[src/rtl/serial_led_shift_drv.sv]
// Serial driver for a shift-register LED chain: shifts a WIDTH-bit pattern out on
// led_do/led_clk at a divided rate, then raises led_pen to latch it into the chain.
module serial_led_shift_drv #(
   parameter int WIDTH       = 16,
   parameter int CLK_DIV     = 2,
   parameter int INVERT      = 1,
   parameter int LSB_FIRST   = 0,
   parameter int CHANGE_TRIG = 1,
   parameter int REFRESH_CYC = 0
) (
   input  logic             clk,
   input  logic             reset,
   input  logic [WIDTH-1:0] data,
   input  logic             load,
   output logic             busy,
   output logic             done,
   output logic             led_do,
   output logic             led_clk,
   output logic             led_clr,
   output logic             led_pen
);

   localparam int DIV_W = (CLK_DIV > 1) ? $clog2(CLK_DIV) : 1;
   localparam int CNT_W = $clog2(WIDTH + 1);
   localparam int REF_W = (REFRESH_CYC > 1) ? $clog2(REFRESH_CYC) : 1;
   localparam logic [DIV_W-1:0] DIV_LAST = DIV_W'(CLK_DIV - 1);
   localparam logic [CNT_W-1:0] CNT_FULL = CNT_W'(WIDTH);
   localparam logic [CNT_W-1:0] CNT_ONE  = CNT_W'(1);
   localparam logic [REF_W-1:0] REF_LAST = REF_W'((REFRESH_CYC > 0) ? REFRESH_CYC - 1 : 0);
   localparam logic             INV_BIT  = (INVERT != 0);

   typedef enum logic [1:0] {
      ST_IDLE,
      ST_SHIFT_LO,
      ST_SHIFT_HI,
      ST_LATCH
   } state_t;

   state_t             r_state;
   logic [DIV_W-1:0]   r_div;
   logic [CNT_W-1:0]   r_bitcnt;
   logic [WIDTH-1:0]   r_shift;
   logic [WIDTH-1:0]   r_last;
   logic               r_pending;
   logic [REF_W-1:0]   r_refresh;
   logic               r_busy;
   logic               r_done;
   logic               r_led_do;
   logic               r_led_clk;
   logic               r_led_clr;
   logic               r_led_pen;

   state_t             w_state_nxt;
   logic [DIV_W-1:0]   w_div_nxt;
   logic [CNT_W-1:0]   w_bitcnt_nxt;
   logic [WIDTH-1:0]   w_shift_nxt;
   logic [WIDTH-1:0]   w_last_nxt;
   logic               w_pending_nxt;
   logic [REF_W-1:0]   w_refresh_nxt;
   logic               w_div_last;
   logic               w_start;
   logic               w_bit;
   logic               w_led_do_nxt;
   logic               w_shifting_nxt;

   always_comb begin
      w_div_last    = (r_div == DIV_LAST);
      w_start       = load || r_pending
                      || ((CHANGE_TRIG != 0) && (data != r_last))
                      || ((REFRESH_CYC > 0) && (r_refresh == REF_LAST));
      w_state_nxt   = r_state;
      w_div_nxt     = w_div_last ? '0 : r_div + 1'b1;
      w_bitcnt_nxt  = r_bitcnt;
      w_shift_nxt   = r_shift;
      w_last_nxt    = r_last;
      w_pending_nxt = r_pending || load;
      w_refresh_nxt = '0;

      case (r_state)
         ST_IDLE: begin
            w_div_nxt     = '0;
            w_pending_nxt = r_pending;
            if (w_start) begin
               w_state_nxt   = ST_SHIFT_LO;
               w_shift_nxt   = data;
               w_last_nxt    = data;
               w_pending_nxt = 1'b0;
               w_bitcnt_nxt  = CNT_FULL;
            end else begin
               w_refresh_nxt = r_refresh + 1'b1;
            end
         end
         ST_SHIFT_LO: begin
            if (w_div_last) w_state_nxt = ST_SHIFT_HI;
         end
         ST_SHIFT_HI: begin
            if (w_div_last) begin
               w_shift_nxt  = (LSB_FIRST != 0) ? {1'b0, r_shift[WIDTH-1:1]}
                                               : {r_shift[WIDTH-2:0], 1'b0};
               w_bitcnt_nxt = r_bitcnt - 1'b1;
               w_state_nxt  = (r_bitcnt == CNT_ONE) ? ST_LATCH : ST_SHIFT_LO;
            end
         end
         ST_LATCH: begin
            if (w_div_last) w_state_nxt = ST_IDLE;
         end
         default: begin
            w_state_nxt = ST_IDLE;
         end
      endcase

      // Outputs are registered from next-state values so pins never see input glitches
      w_bit          = (LSB_FIRST != 0) ? w_shift_nxt[0] : w_shift_nxt[WIDTH-1];
      w_led_do_nxt   = (w_state_nxt == ST_SHIFT_LO) ? (w_bit ^ INV_BIT) : r_led_do;
      w_shifting_nxt = (w_state_nxt == ST_SHIFT_LO) || (w_state_nxt == ST_SHIFT_HI);
   end

   always_ff @(posedge clk or negedge reset) begin
      if (!reset) begin
         r_state   <= ST_IDLE;
         r_div     <= '0;
         r_bitcnt  <= '0;
         r_last    <= '0;
         r_pending <= 1'b0;
         r_refresh <= '0;
         r_busy    <= 1'b0;
         r_done    <= 1'b0;
         r_led_do  <= 1'b0;
         r_led_clk <= 1'b0;
         r_led_clr <= 1'b0;
         r_led_pen <= 1'b1;
      end else begin
         r_state   <= w_state_nxt;
         r_div     <= w_div_nxt;
         r_bitcnt  <= w_bitcnt_nxt;
         r_last    <= w_last_nxt;
         r_pending <= w_pending_nxt;
         r_refresh <= w_refresh_nxt;
         r_busy    <= (w_state_nxt != ST_IDLE);
         r_done    <= (w_state_nxt == ST_LATCH) && (w_div_nxt == DIV_LAST);
         r_led_do  <= w_led_do_nxt;
         r_led_clk <= (w_state_nxt == ST_SHIFT_HI);
         r_led_clr <= 1'b1;
         r_led_pen <= !w_shifting_nxt;
      end
   end

   // Pattern register is pure data; it is always reloaded before use
   always_ff @(posedge clk) begin
      r_shift <= w_shift_nxt;
   end

   assign busy    = r_busy;
   assign done    = r_done;
   assign led_do  = r_led_do;
   assign led_clk = r_led_clk;
   assign led_clr = r_led_clr;
   assign led_pen = r_led_pen;

endmodule

[config.mk]
export PLATFORM = sky130hd
export DESIGN_NAME = serial_led_shift_drv
export DESIGN_NICKNAME = d
export VERILOG_FILES = /design/src/rtl/serial_led_shift_drv.sv
export SDC_FILE = /design/constraint.sdc
export NUM_CORES = 1
export LEC_CHECK = 0
export CAP_MARGIN = 10
export CELL_PAD_IN_SITES_DETAIL_PLACEMENT = 1
export CELL_PAD_IN_SITES_GLOBAL_PLACEMENT = 1
export CORE_MARGIN = 1.5
export CORE_UTILIZATION = 49
export CTS_BUF_LIST = sky130_fd_sc_hd__clkbuf_16
export DETAILED_ROUTE_END_ITERATION = 16
export PLACE_DENSITY = 0.95
export SETUP_SLACK_MARGIN = 0.15
export SKIP_CTS_REPAIR_TIMING = 1
export SYNTH_ARGS = -nofsm -noshare
export SYNTH_HDL_FRONTEND = slang
export SYNTH_SLANG_ARGS = --single-unit
[constraint.sdc]
create_clock -name clk -period 3.25 [get_ports clk]
set_input_delay 0.975 -clock clk [delete_from_list [all_inputs] [get_ports clk]]
set_output_delay 0.975 -clock clk [all_outputs]
set_load 0.03 [all_outputs]
=== Word level (Yosys, flattened, before mapping) ===
Cells that the tools add are included.

* Bits in writable memories: 0
* Memories: 0
* Output and inout port bits: 6
* Flip-flop bits (word level): 47
* Logic and storage cells: 52
* Latch bits: 0
* ROM bits: 0
* Input port bits: 19

* $add $sub $neg: 2
* Mux-type cells: 16
* Bitwise logic cells: 1
* Reduce and logical (&&, ||, !) cells: 10
* Divide/modulo/power cells: 0
* $mul: 0
* Equal/unequal tests: 10
* Magnitude comparators: 0
* Shift-type cells: 0

{| class="wikitable"
|+ Operator list
! kind !! number
|-
| $mux W16 || 2
|-
| $pmux W16 S2 || 1
|-
| $ne A16 B16 Y1 || 1
|-
| $mux W2 || 5
|-
| $mux W5 || 2
|-
| $pmux W5 S2 || 1
|-
| $eq A2 B2 Y1 const B || 4
|-
| $pmux W2 S4 || 1
|-
| $eq A5 B1 Y1 const B || 1
|-
| $sub A5 B1 Y5 const B || 1
|-
| $eq A2 B1 Y1 const B || 2
|-
| $mux W1 || 4
|-
| $ne A2 B2 Y1 const B || 2
|-
| $reduce_bool A2 Y1 || 2
|-
| $logic_or A1 B1 Y1 || 3
|-
| $reduce_and A3 Y1 || 1
|-
| $logic_not A2 Y1 || 1
|-
| $reduce_and A2 Y1 || 1
|-
| $add A1 B1 Y1 const B || 1
|-
| $logic_and A1 B1 Y1 || 1
|-
| $logic_not A1 Y1 || 1
|-
| $not A1 Y1 || 1
|}

=== Logic depth before layout (Yosys ltp) ===
* Depth in word-level cells: 7
* Gate-level depth with buffers: 8
* Depth with buffers taken out: 6

=== Least setup slack after synthesis ===
OpenSTA, ideal clock, no wires.

* Kind: input -> register
* Start point: input data[8]
* End point: register r_shift[0] (enable)
* Setup time: 0.388 ns
* Required time: 2.862 ns
* Path buffers: 0
* Setup slack: 0.551 ns
* Arrival time: 2.311 ns
* Stages: 6
* Cells stage by stage: xor2_1 nor4_1 and3_2 nand2_2 o21ai_0 nor2b_1

* Word-level cells in the longest chain between the ends: 4

{| class="wikitable"
|+ RTL lines
! element !! line !! RTL
|-
| from (decl) || 13 || <nowiki>input logic [WIDTH-1:0] data,</nowiki>
|-
| $ne A16 B16 Y1 || 69 || <nowiki>|| ((CHANGE_TRIG != 0) && (data != r_last))</nowiki>
|-
| $logic_or A1 B1 Y1 || 69 ||
|-
| $ne A2 B2 Y1 (no source line) || - ||
|-
| $reduce_and A3 Y1 (no source line) || - ||
|-
| to (signal assigned) || 150 || <nowiki>r_shift <= w_shift_nxt;</nowiki>
|-
| to (decl) || 42 || <nowiki>logic [WIDTH-1:0] r_shift;</nowiki>
|}

No other way between the ends.
A chain may end at the register's enable or synchronous reset.

==> metrics.md <==
| Metric | Value |
|---|---|
| Pwr dens | `slightly above 1000 mW/mm2` |
| Post-Synthesis Cells | `about 160` |
| Hold_sp | `r_pending$_DFFE_PN0P_` |
| Fraction of registers with async set/reset | `66.0%` |
| Syn nets | `about 190` |
| Drt total wl | `approximately 4.8 mm` |
| Critical path launch point type | `primary input` |
| Htree depth | `2` |
| RSZ-0062 raised after global routing | `false` |
| Die height | `between 60 and 70 um` |
| Largest family of logic cells by synthesized area | `multiplexers` |
| Fin. Hold Viols | `0` |
| Worst Path Max Fanout | `32` |
| Post-synthesis adder-cell area fraction | `under 10%` |
| Num Clock Sinks | `47` |
| Synth Area in XOR/XNOR | `under 10%` |
| Status | `finished, final reports clean` |
| Lkg Pwr | `~0.0011 uW` |
| Ratio of cells with drive above 1 in the final layout | `~16%` |
| Critical Path RT | `between 3000 and 4000 ps` |
| Yosys Warn Count | `0` |
| RR Startpoint | `r_last[11]$_DFFE_PN0P_` |
| Mux cell area share after synthesis | `10.9%` |
| Largest net degree at the start of global routing | `33` |
| Fmax | `between 0.3 and 0.4 GHz` |
| Worst VDD drop | `just under 400 uV` |
| Min-Delay Endpoint | `r_pending$_DFFE_PN0P_` |
| First-pass GRT wire length | `7.98 mm` |
| Storage element area | `between 0.001 and 0.0015 mm2` |
| Mapped Area | `0.00218 mm2` |
| # rows | `24` |
| Max Cap Viol | `0` |
| Final Setup Violations | `0` |
| Root Driver | `clkbuf_16` |
| IO Count | `25` |
| Post-DP HPWL | `around 3.1 mm` |
| Post-synthesis sequential area ratio | `57.6%` |
| Post-layout util | `roughly three fifths` |
| Num CTS Buffers | `5` |
| Clock latency on the worst-skew pair | `~280 ps` |
| Initial antenna violation count | `0` |
| EDFF count, synth | `16` |
| Post-synth top area cell | `dfrtp_1` |
| N_diodes | `0` |
| Design area | `around 0.0026 mm2` |
| Worst Skew | `roughly 8.5 ps` |
| Routed len/inst | `around 20 um` |
| Layout Cells excl Fill | `around 240` |
| GR Util met3 | `~5%` |
| Full die area | `approximately 0.0049 mm2` |
| Layout area overhead | `19.1%` |
| # fillers | `between 400 and 500` |
| Multi-input gate area | `between 800 and 900 um2` |
| Placed instance area | `roughly 0.0025 mm2` |
| Die W | `69.7 um` |
| Tmin final | `about 2900 ps` |
| Drt pass-1 iters | `4` |
| CTS tree | `yes` |
| Overflow after GRT | `0` |
| Count of placed standard cells including taps | `roughly 230` |
| Overall Global Routing Usage | `21.6%` |
| Final Wtd Congestion | `0.778` |
| Synth top area share | `about a third` |
| DRC Markers | `0` |
| Met1 Use GR | `between 20% and 30%` |
| Arr. time, crit path | `2980 ps` |
| Max Slew Vio Count | `0` |
| Core area | `0.00432 mm2` |
| Least-Margin Pin Slew | `620 ps` |
| IO buf count | `24` |
| Synth area leaders | `dfrtp_1 34%, edfxtp_1 22%, mux2_4 8.9%` |
| Crit end category | `flop` |
| Reg-to-Reg End | `r_shift[5]$_DFFE_PP_` |
| Hold Path Class | `reg2reg` |
| Initial DRC count | `75` |
| Final setup TNS | `0 ps` |
| Rel. slew slack | `between 50% and 60%` |
| Mean Syn Cell Area | `13.3 um2` |
| Grt met2 use | `36.0%` |
| Complex-gate fraction of the synthesized area | `roughly a tenth` |
| Cell variety after synth | `38` |
| Worst Reg-to-Reg Cells | `6` |
| Maximum root-to-sink buffer count | `2` |
| Area fraction in and, or, nand and nor cells after synthesis | `under 10%` |
| Tcrit/Tclk final | `90.6%` |
| Worst hold path cell count | `2` |
| Seq cells post-synth | `47` |
| Final net count | `approximately 210` |
| Number of global-route vias before repair | `around 1500` |
| Effective utilization at floorplan | `approximately half` |
| Worst setup path category | `in2reg` |
| Detail Route Antenna Nets | `0` |
| Commonest register cell after synthesis | `dfrtp_1` |
| FF-to-FF setup slack | `1050 ps` |
| Gr busiest metal | `met2` |
| Avg Vias per Cell | `approximately 5.7` |
| Clk slew on worst S/H paths | `about 60 ps` |
| Via count | `between 1000 and 1500` |
## worst max-delay path, cell delays in order
cell and delay (ps):
clkdlybuf4s50_1 470, xor2_1 170, nor4_1 390, and3_2 290, nand2_2 90, and2_4 290, a22o_1 290
## power breakdown
group	internal [uW]	switching, uW
registers	927	201
logic	519	496
clock network	278	202
total	1720	899
## cell usage after synthesis (3+ instances only)
| cell type | count |
|---|---|
| mux2_4 | 13 |
| a22o_1 | 16 |
| xor2_1 | 6 |
| dfrtp_1 | 30 |
| edfxtp_1 | 16 |
| a21oi_1 | 3 |
| nor2_1 | 9 |
| nand2_1 | 7 |
| xnor2_1 | 14 |
| o21ai_0 | 3 |
| buf_6 | 3 |
| clkbuf_1 | 6 |
| inv_1 | 3 |
## cell families after synthesis
group / after synthesis
flops: 47
simple gates: 37
compound gates: 27
xor+xnor: 20
mux: 17
buf+inv: 13
fa+ha+maj: 2
other cells: 1
## per-stage QoR
step,total power [uW],setup WS (ps),hold slack [ps]
detailed placement,2130,106,520
finish,2620,306,515
global route,2770,195,542
floorplan,1840,551,458
global placement,2040,144,482
CTS,2650,302,528
## final cells by class
type / instances / area share (%)
flip-flops and latches: 47 / 48.4
multi-input cells: 104 / 32.8
repair buffers: 27 / 10.6
clock buffers: 5 / 4.81
well taps: 52 / 2.50
clock inverters: 3 / 0.481
inverters: 3 / 0.433
## cells in the final DEF (no fill, tap or decap), types with 3 or more instances in the layout
cell type / count
dfrtp_1: 30
clkdlybuf4s50_1: 24
a22o_1: 16
edfxtp_1: 16
xnor2_1: 14
mux2_4: 13
nor2_1: 9
nand2_1: 7
xor2_1: 6
inv_1: 5
clkbuf_16: 5
a21oi_1: 3
o21ai_0: 3
## worst max path at each step
stage / startpoint / endpoint / slack [ps]
2_1_floorplan: data[8] / r_shift[0]$_DFFE_PP_ / 550
3_3_place_gp: data[8] / r_shift[5]$_DFFE_PP_ / 140
3_5_place_dp: data[8] / r_shift[5]$_DFFE_PP_ / 110
4_1_cts: data[11] / r_shift[5]$_DFFE_PP_ / 300
5_1_grt: data[11] / r_shift[5]$_DFFE_PP_ / 200
6_report: data[11] / r_shift[5]$_DFFE_PP_ / 310
## metal layers
layer / wire [um] / vias up
li1: - / 626
met1: 2090 / 697
met2: 2390 / 31
met3: 166 / 12
met4: 104 / 0
met5: 0 / -
## registers in the layout (all words and copies together), names as in the netlist, named ones only
signal	cells
led_clr	1
busy	1
led_pen	1
r_shift	15
r_div	1
r_state	2
r_last	16
r_bitcnt	5
led_clk	1
led_do	1
r_pending	1
done	1
(Power assumes the default switching activity.)
